File: config.mk
export PLATFORM = sky130hd
export DESIGN_NAME = mem_port_sched
export DESIGN_NICKNAME = d
export VERILOG_FILES = /design/src/rtl/mem_port_sched.sv
export SDC_FILE = /design/constraint.sdc
export NUM_CORES = 1
export LEC_CHECK = 0
export CAP_MARGIN = 20
export CORE_ASPECT_RATIO = 0.5
export CORE_MARGIN = 1
export CORE_UTILIZATION = 39
export DETAILED_ROUTE_END_ITERATION = 16
export MAX_ROUTING_LAYER = met4
export PLACE_DENSITY = 0.76
export SETUP_SLACK_MARGIN = 0.4
export SLEW_MARGIN = 20
export SYNTH_ARGS = -nofsm -noshare
export SYNTH_HDL_FRONTEND = slang
export SYNTH_SLANG_ARGS = --single-unit
export TNS_END_PERCENT = 100
File: constraint.sdc
create_clock -name in_clka -period 2.25 [get_ports in_clka]
set_clock_uncertainty 0.2 [all_clocks]
set_input_delay 0.3375 -clock in_clka [delete_from_list [all_inputs] [get_ports in_clka]]
set_output_delay 0.3375 -clock in_clka [all_outputs]
set_load 0.05 [all_outputs]
File: src/rtl/mem_port_sched.sv
// Single-port memory scheduler: arbitrates fetch vs. data requests onto one memory port.
// Optional MEM_PORT_SCHED_STALL_CNT_EN adds out_stall_cnt (fetch stall cycle counter).
module mem_port_sched #(
  parameter int unsigned MEM_LAT    = 2,
  parameter int unsigned STREAK_MAX = 3
) (
  input  logic       in_clka,
  input  logic       in_restart,
  input  logic       in_fetch_req,
  input  logic [7:0] in_fetch_addr,
  output logic       out_fetch_ack,
  output logic [7:0] out_fetch_data,
  input  logic       in_data_req,
  input  logic       in_data_we,
  input  logic [7:0] in_data_addr,
  input  logic [7:0] in_data_wdata,
  output logic       out_data_ack,
  output logic [7:0] out_data_rdata,
  output logic       out_mem_en,
  output logic       out_mem_we,
  output logic [7:0] out_mem_addr,
  output logic [7:0] out_mem_wdata,
  input  logic [7:0] in_mem,
  output logic [1:0] out_state_arb
`ifdef MEM_PORT_SCHED_STALL_CNT_EN
  ,
  output logic [15:0] out_stall_cnt
`endif
);

  typedef enum logic [1:0] {
    IDLE   = 2'd0,
    ACCESS = 2'd1,
    RESP   = 2'd2,
    UNUSED = 2'd3
  } state_t;

  localparam logic [3:0] LAT_INIT   = 4'(MEM_LAT - 1);
  localparam logic [2:0] STREAK_LIM = 3'(STREAK_MAX);

  state_t     state;
  logic [3:0] lat_cnt;
  logic [2:0] streak;
  logic       owner_fetch;
  logic       grant_fetch;

  // Data has priority unless fetch has been passed over STREAK_MAX times in a row.
  always_comb begin
    grant_fetch = in_fetch_req && (!in_data_req || (streak == STREAK_LIM));
  end

  assign out_state_arb = state;

  always_ff @(posedge in_clka) begin
    if (in_restart) begin
      state          <= IDLE;
      lat_cnt        <= '0;
      streak         <= '0;
      owner_fetch    <= 1'b0;
      out_fetch_ack  <= 1'b0;
      out_fetch_data <= '0;
      out_data_ack   <= 1'b0;
      out_data_rdata <= '0;
      out_mem_en     <= 1'b0;
      out_mem_we     <= 1'b0;
      out_mem_addr   <= '0;
      out_mem_wdata  <= '0;
    end else begin
      out_fetch_ack <= 1'b0;
      out_data_ack  <= 1'b0;
      case (state)
        IDLE: begin
          if (in_fetch_req || in_data_req) begin
            state         <= ACCESS;
            owner_fetch   <= grant_fetch;
            lat_cnt       <= LAT_INIT;
            out_mem_en    <= 1'b1;
            out_mem_addr  <= grant_fetch ? in_fetch_addr : in_data_addr;
            out_mem_wdata <= grant_fetch ? '0 : in_data_wdata;
            out_mem_we    <= !grant_fetch && in_data_we;
            if (grant_fetch || !in_fetch_req)
              streak <= '0;
            else if (streak >= STREAK_LIM)
              streak <= STREAK_LIM;
            else
              streak <= streak + 3'd1;
          end
        end
        ACCESS: begin
          if (lat_cnt == 4'd0) begin
            state         <= RESP;
            out_mem_en    <= 1'b0;
            out_mem_we    <= 1'b0;
            out_mem_addr  <= '0;
            out_mem_wdata <= '0;
            // The registered memory outputs double as the granted request latches.
            if (owner_fetch) begin
              out_fetch_data <= in_mem;
              out_fetch_ack  <= 1'b1;
            end else begin
              if (!out_mem_we)
                out_data_rdata <= in_mem;
              out_data_ack <= 1'b1;
            end
          end else begin
            lat_cnt <= lat_cnt - 4'd1;
          end
        end
        RESP:    state <= IDLE;
        default: state <= IDLE;
      endcase
    end
  end

`ifdef MEM_PORT_SCHED_STALL_CNT_EN
  always_ff @(posedge in_clka) begin
    if (in_restart)
      out_stall_cnt <= '0;
    else if (in_fetch_req && !(((state == ACCESS) || (state == RESP)) && owner_fetch)
             && (out_stall_cnt != 16'hFFFF))
      out_stall_cnt <= out_stall_cnt + 16'd1;
  end
`endif

endmodule
==> flow_metrics.env <==
export IMPL_route_detailed_drc=0
export IMPL_synth_top_family_by_area="compound AO/OA/AOI/OAI gates"
export IMPL_worst_ir_drop_vdd_v=0.000309
export IMPL_most_used_flip_flop_cell_after_synthesis="dfxtp_1"
export IMPL_floorplan_die_width_microns=101
export IMPL_worst_r2r_path_depth=7
export IMPL_drt_vias_per_instance=5.29
export IMPL_crit_chain="inv_2 -> ha_4 -> or3b_4 -> buf_6 -> nor4_4 -> buf_6 -> mux2i_1"
export IMPL_timing_critical_path_mode_cell="buf_6"
export IMPL_clk_pin_slew_worst_paths_ns=0.09
export IMPL_num_vias=1808
export IMPL_grt_overflow=0
export IMPL_fmaxAchievable_mhz=525
export IMPL_synth_most_common_cell="dfxtp_1"
export IMPL_ys_warnings_count=0
export IMPL_post_synth_instance_area_sq_mm=0.00190
export IMPL_finalSetupViolations=0
export IMPL_layout_core_utilization_pct=65.5
export IMPL_grtUsageTotal_pct=21.2
export IMPL_first_drt_iteration_drcs=64
export IMPL_hp_class="reg2reg"
export IMPL_combPwrFrac_pct=34.0
export IMPL_hold_path_depth=2
export IMPL_final_instance_count_excl_fill=342
export IMPL_timing_rr_end="out_data_rdata[6]"
export IMPL_synth_top_cell_area_share_pct=48.5
export IMPL_clk_latency_ns=0.29
export IMPL_max_cap_violations=0
export IMPL_ant_nets=0
export IMPL_port_buffer_count=74
export IMPL_synthToLayoutAreaGrowth_pct=56.3
export IMPL_number_of_clock_buffers_inserted_by_tritoncts=5
export IMPL_min_period_over_period_pct=84.7
export IMPL_netlist_instances=184
export IMPL_synth_simple_gate_area_share_pct=17.6
export IMPL_layout_nets=316
export IMPL_path_buf_inv=3
export IMPL_finalCriticalPeriod_ns=1.91
export IMPL_floorplan_initialDensity_pct=41.9
export IMPL_die_area_sq_mm=0.00516
export IMPL_synth_adder_area_share_pct=2.64
export IMPL_cts_root_to_sink_buffers=2
export IMPL_switchingPower_uw=780
export IMPL_slew_violations=0
export IMPL_critPathSlowestCell="or3b_4"
export IMPL_clk_tree_root_cell="clkbuf_8"
export IMPL_crit_path_max_delay_family="simple AND/OR/NAND/NOR gates"
export IMPL_worstReg2RegStart="lat_cnt[1]"
export IMPL_std_cell_rows=17
export IMPL_synth_seq_area_share_pct=48.5
export IMPL_worstPathArrival_ns=1.93
export IMPL_max_slew_worst_pin_slew_ns=0.514
export IMPL_layout_drive_gt1_share_pct=18.1
export IMPL_totalNegativeSetupSlack_ns=0
export IMPL_parity_gate_share_of_the_synthesized_area_counting_xor_and_xnor_cells_pct=0
export IMPL_design_area_sq_mm=0.00297
export IMPL_critPathKind="reg2reg"
export IMPL_powerDensity_mw_per_mm2=746
export IMPL_grt_first_pass_wirelength_microns=8300
export IMPL_synth_compound_gate_area_share_pct=17.9
export IMPL_routed_wl_microns=5260
export IMPL_post_drt_wl_per_cell_microns=15.4
export IMPL_synth_largest_area_cell="dfxtp_1"
export IMPL_synth_lib_cells_used_distinct=39
export IMPL_gpl_final_weighted_congestion=0.756
export IMPL_slowest_stage_delay_cp_ns=0.42
export IMPL_clockPowerShare_pct=23.7
export IMPL_synth_top_cells_by_count="dfxtp_1, nand2_1, mux2i_1"
export IMPL_grt_antenna_before_repair=0
export IMPL_power_frac_seq_pct=42.3
export IMPL_cts_tree="built"
export IMPL_yosys_top_cells_area="dfxtp_1, mux2i_1, nand2_1"
export IMPL_timing_hold_violations_final=0
export IMPL_run_status="finished clean"
export IMPL_cts_htree_levels=2
export IMPL_min_delay_worst_endpoint="out_fetch_data[7]"
export IMPL_timing_slew_headroom_pct=65.9
export IMPL_antenna_diode_count=0
export IMPL_crit_fanout=8
export IMPL_timing_reg2reg_setup_slack_ns=0.34
export IMPL_worst_hold_slack_ns=0.261
export IMPL_fp_coreArea_sq_mm=0.00453
export IMPL_worst_setup_path_start_kind="flip-flop"
export IMPL_floorplan_io_pins=75
export IMPL_post_syn_nets=225
export IMPL_synth_mux_area_share_pct=8.44
export IMPL_synth_edf_count=0
export IMPL_clkSinkCount=46
export IMPL_drt_pass1_iterations=4
export IMPL_crit_path_end_kind="flip-flop"
export IMPL_ys_seq_elements=46
export IMPL_avgSynthCellArea_sq_um=10.3
export IMPL_p_sw_share_pct=35.3
export IMPL_hold_path_startpoint="out_fetch_data[7]"
export IMPL_grt_start_max_net_pins=26
export IMPL_dpl_hpwl_microns=3340
export IMPL_via_count_of_the_first_global_routing_pass=1737
export IMPL_timing_critical_path_required_ns=2.28
export IMPL_total_leakage_power_nw=1.31
export IMPL_rsz0062_at_grt="yes"
export IMPL_internal_power_mw=1.43
export IMPL_async_flop_share_pct=0
export IMPL_cts_hold_repair_buffers=0
export IMPL_fillCellCount=383
export IMPL_dpl_cell_count=321
export IMPL_post_dp_cell_area_sq_mm=0.00273
export IMPL_fp_dieH_microns=51.3
## tightest hold or removal path: stages (launching register included)
cell     delay (ns)
dfxtp_1        0.31
nand2_1        0.05
mux2i_1        0.05
## registers in the layout (all words and copies together) (netlist names)
register        cells
out_data_rdata      8
out_mem_we          1
lat_cnt             4
owner_fetch         1
out_fetch_ack       1
out_data_ack        1
out_state_arb       2
streak              3
out_fetch_data      8
out_mem_en          1
out_mem_addr        8
out_mem_wdata       8
## cells by family after synthesis
logic type	count (synthesis)
simple gates	58
flops	46
compound gates	43
buf+inv	17
mux	16
fa+ha+maj	4
## cell type report
class	count	area (sq um)	share of cell area, %
timing repair buffer	95	863	29.1
clock buffer	7	86.3	2.91
tap	66	82.6	2.78
multi-input combinational	123	985	33.2
inverter	4	15.0	0.506
sequential	46	928	31.3
clock inverter	1	5.00	0.169
## timing repair
item,CTS,global route
cloned,4,0
setup endpoints to repair,75,25
gates resized for setup,58,3
buffers inserted,8,1
pin swaps,10,6
## worst max path at each step
stage | startpoint | to | slack (ns) | depth (start not counted)
2_1_floorplan | lat_cnt[1] | out_mem_addr[7] | 0.17 | 8
3_3_place_gp | in_fetch_req | out_mem_addr[3] | 0.06 | 5
3_5_place_dp | in_fetch_req | out_mem_addr[4] | -0.02 | 5
4_1_cts | lat_cnt[1] | out_mem_addr[4] | 0.31 | 5
5_1_grt | lat_cnt[1] | out_data_rdata[4] | 0.27 | 7
6_report | lat_cnt[1] | out_data_rdata[6] | 0.34 | 7
## layout by cell type (no fill, tap or decap), drive strengths merged, types with 2 or more instances in the layout
cell type      instances
a22o                   9
inv                    3
ha                     4
o221a                  3
a221o                  8
nor2b                  2
clkinv                 2
or3b                   2
nor4b                  9
dfxtp                 46
o21ai                  7
nand2b                 2
a2111oi                2
a21oi                  8
clkbuf                 7
a31oi                  3
or3                    4
nor2                   4
mux2i                 16
nand3                  3
nand2                 26
dlygate4sd2           40
buf                   21
clkdlybuf4s50         34
## stage by stage
| stage | worst slack, ns | total power [mW] |
|---|---|---|
| 5_1_grt | 0.269 | 2.31 |
| 2_1_floorplan | 0.175 | 1.41 |
| 4_1_cts | 0.307 | 2.20 |
| 3_5_place_dp | -0.0239 | 1.65 |
| 3_3_place_gp | 0.0607 | 1.63 |
| 6_report | 0.344 | 2.21 |
## per-layer routing
layer | global-route usage, % | up-vias | part of all wire (%)
met5 | - | - | 0
li1 | - | 867 | -
met3 | 4.24 | 6 | 6.0
met4 | 5.31 | 0 | 0.82
met2 | 36.5 | 55 | 49
met1 | 25.9 | 880 | 44
## power by group through the flow
stage / clock [mW] / combinational [mW] / sequential, mW
2_1_floorplan: 0 / 0.253 / 1.16
3_3_place_gp: 0 / 0.681 / 0.953
6_report: 0.524 / 0.752 / 0.936
3_5_place_dp: 0 / 0.694 / 0.956
5_1_grt: 0.571 / 0.794 / 0.945
4_1_cts: 0.535 / 0.732 / 0.936
(Power assumes the default switching activity.)
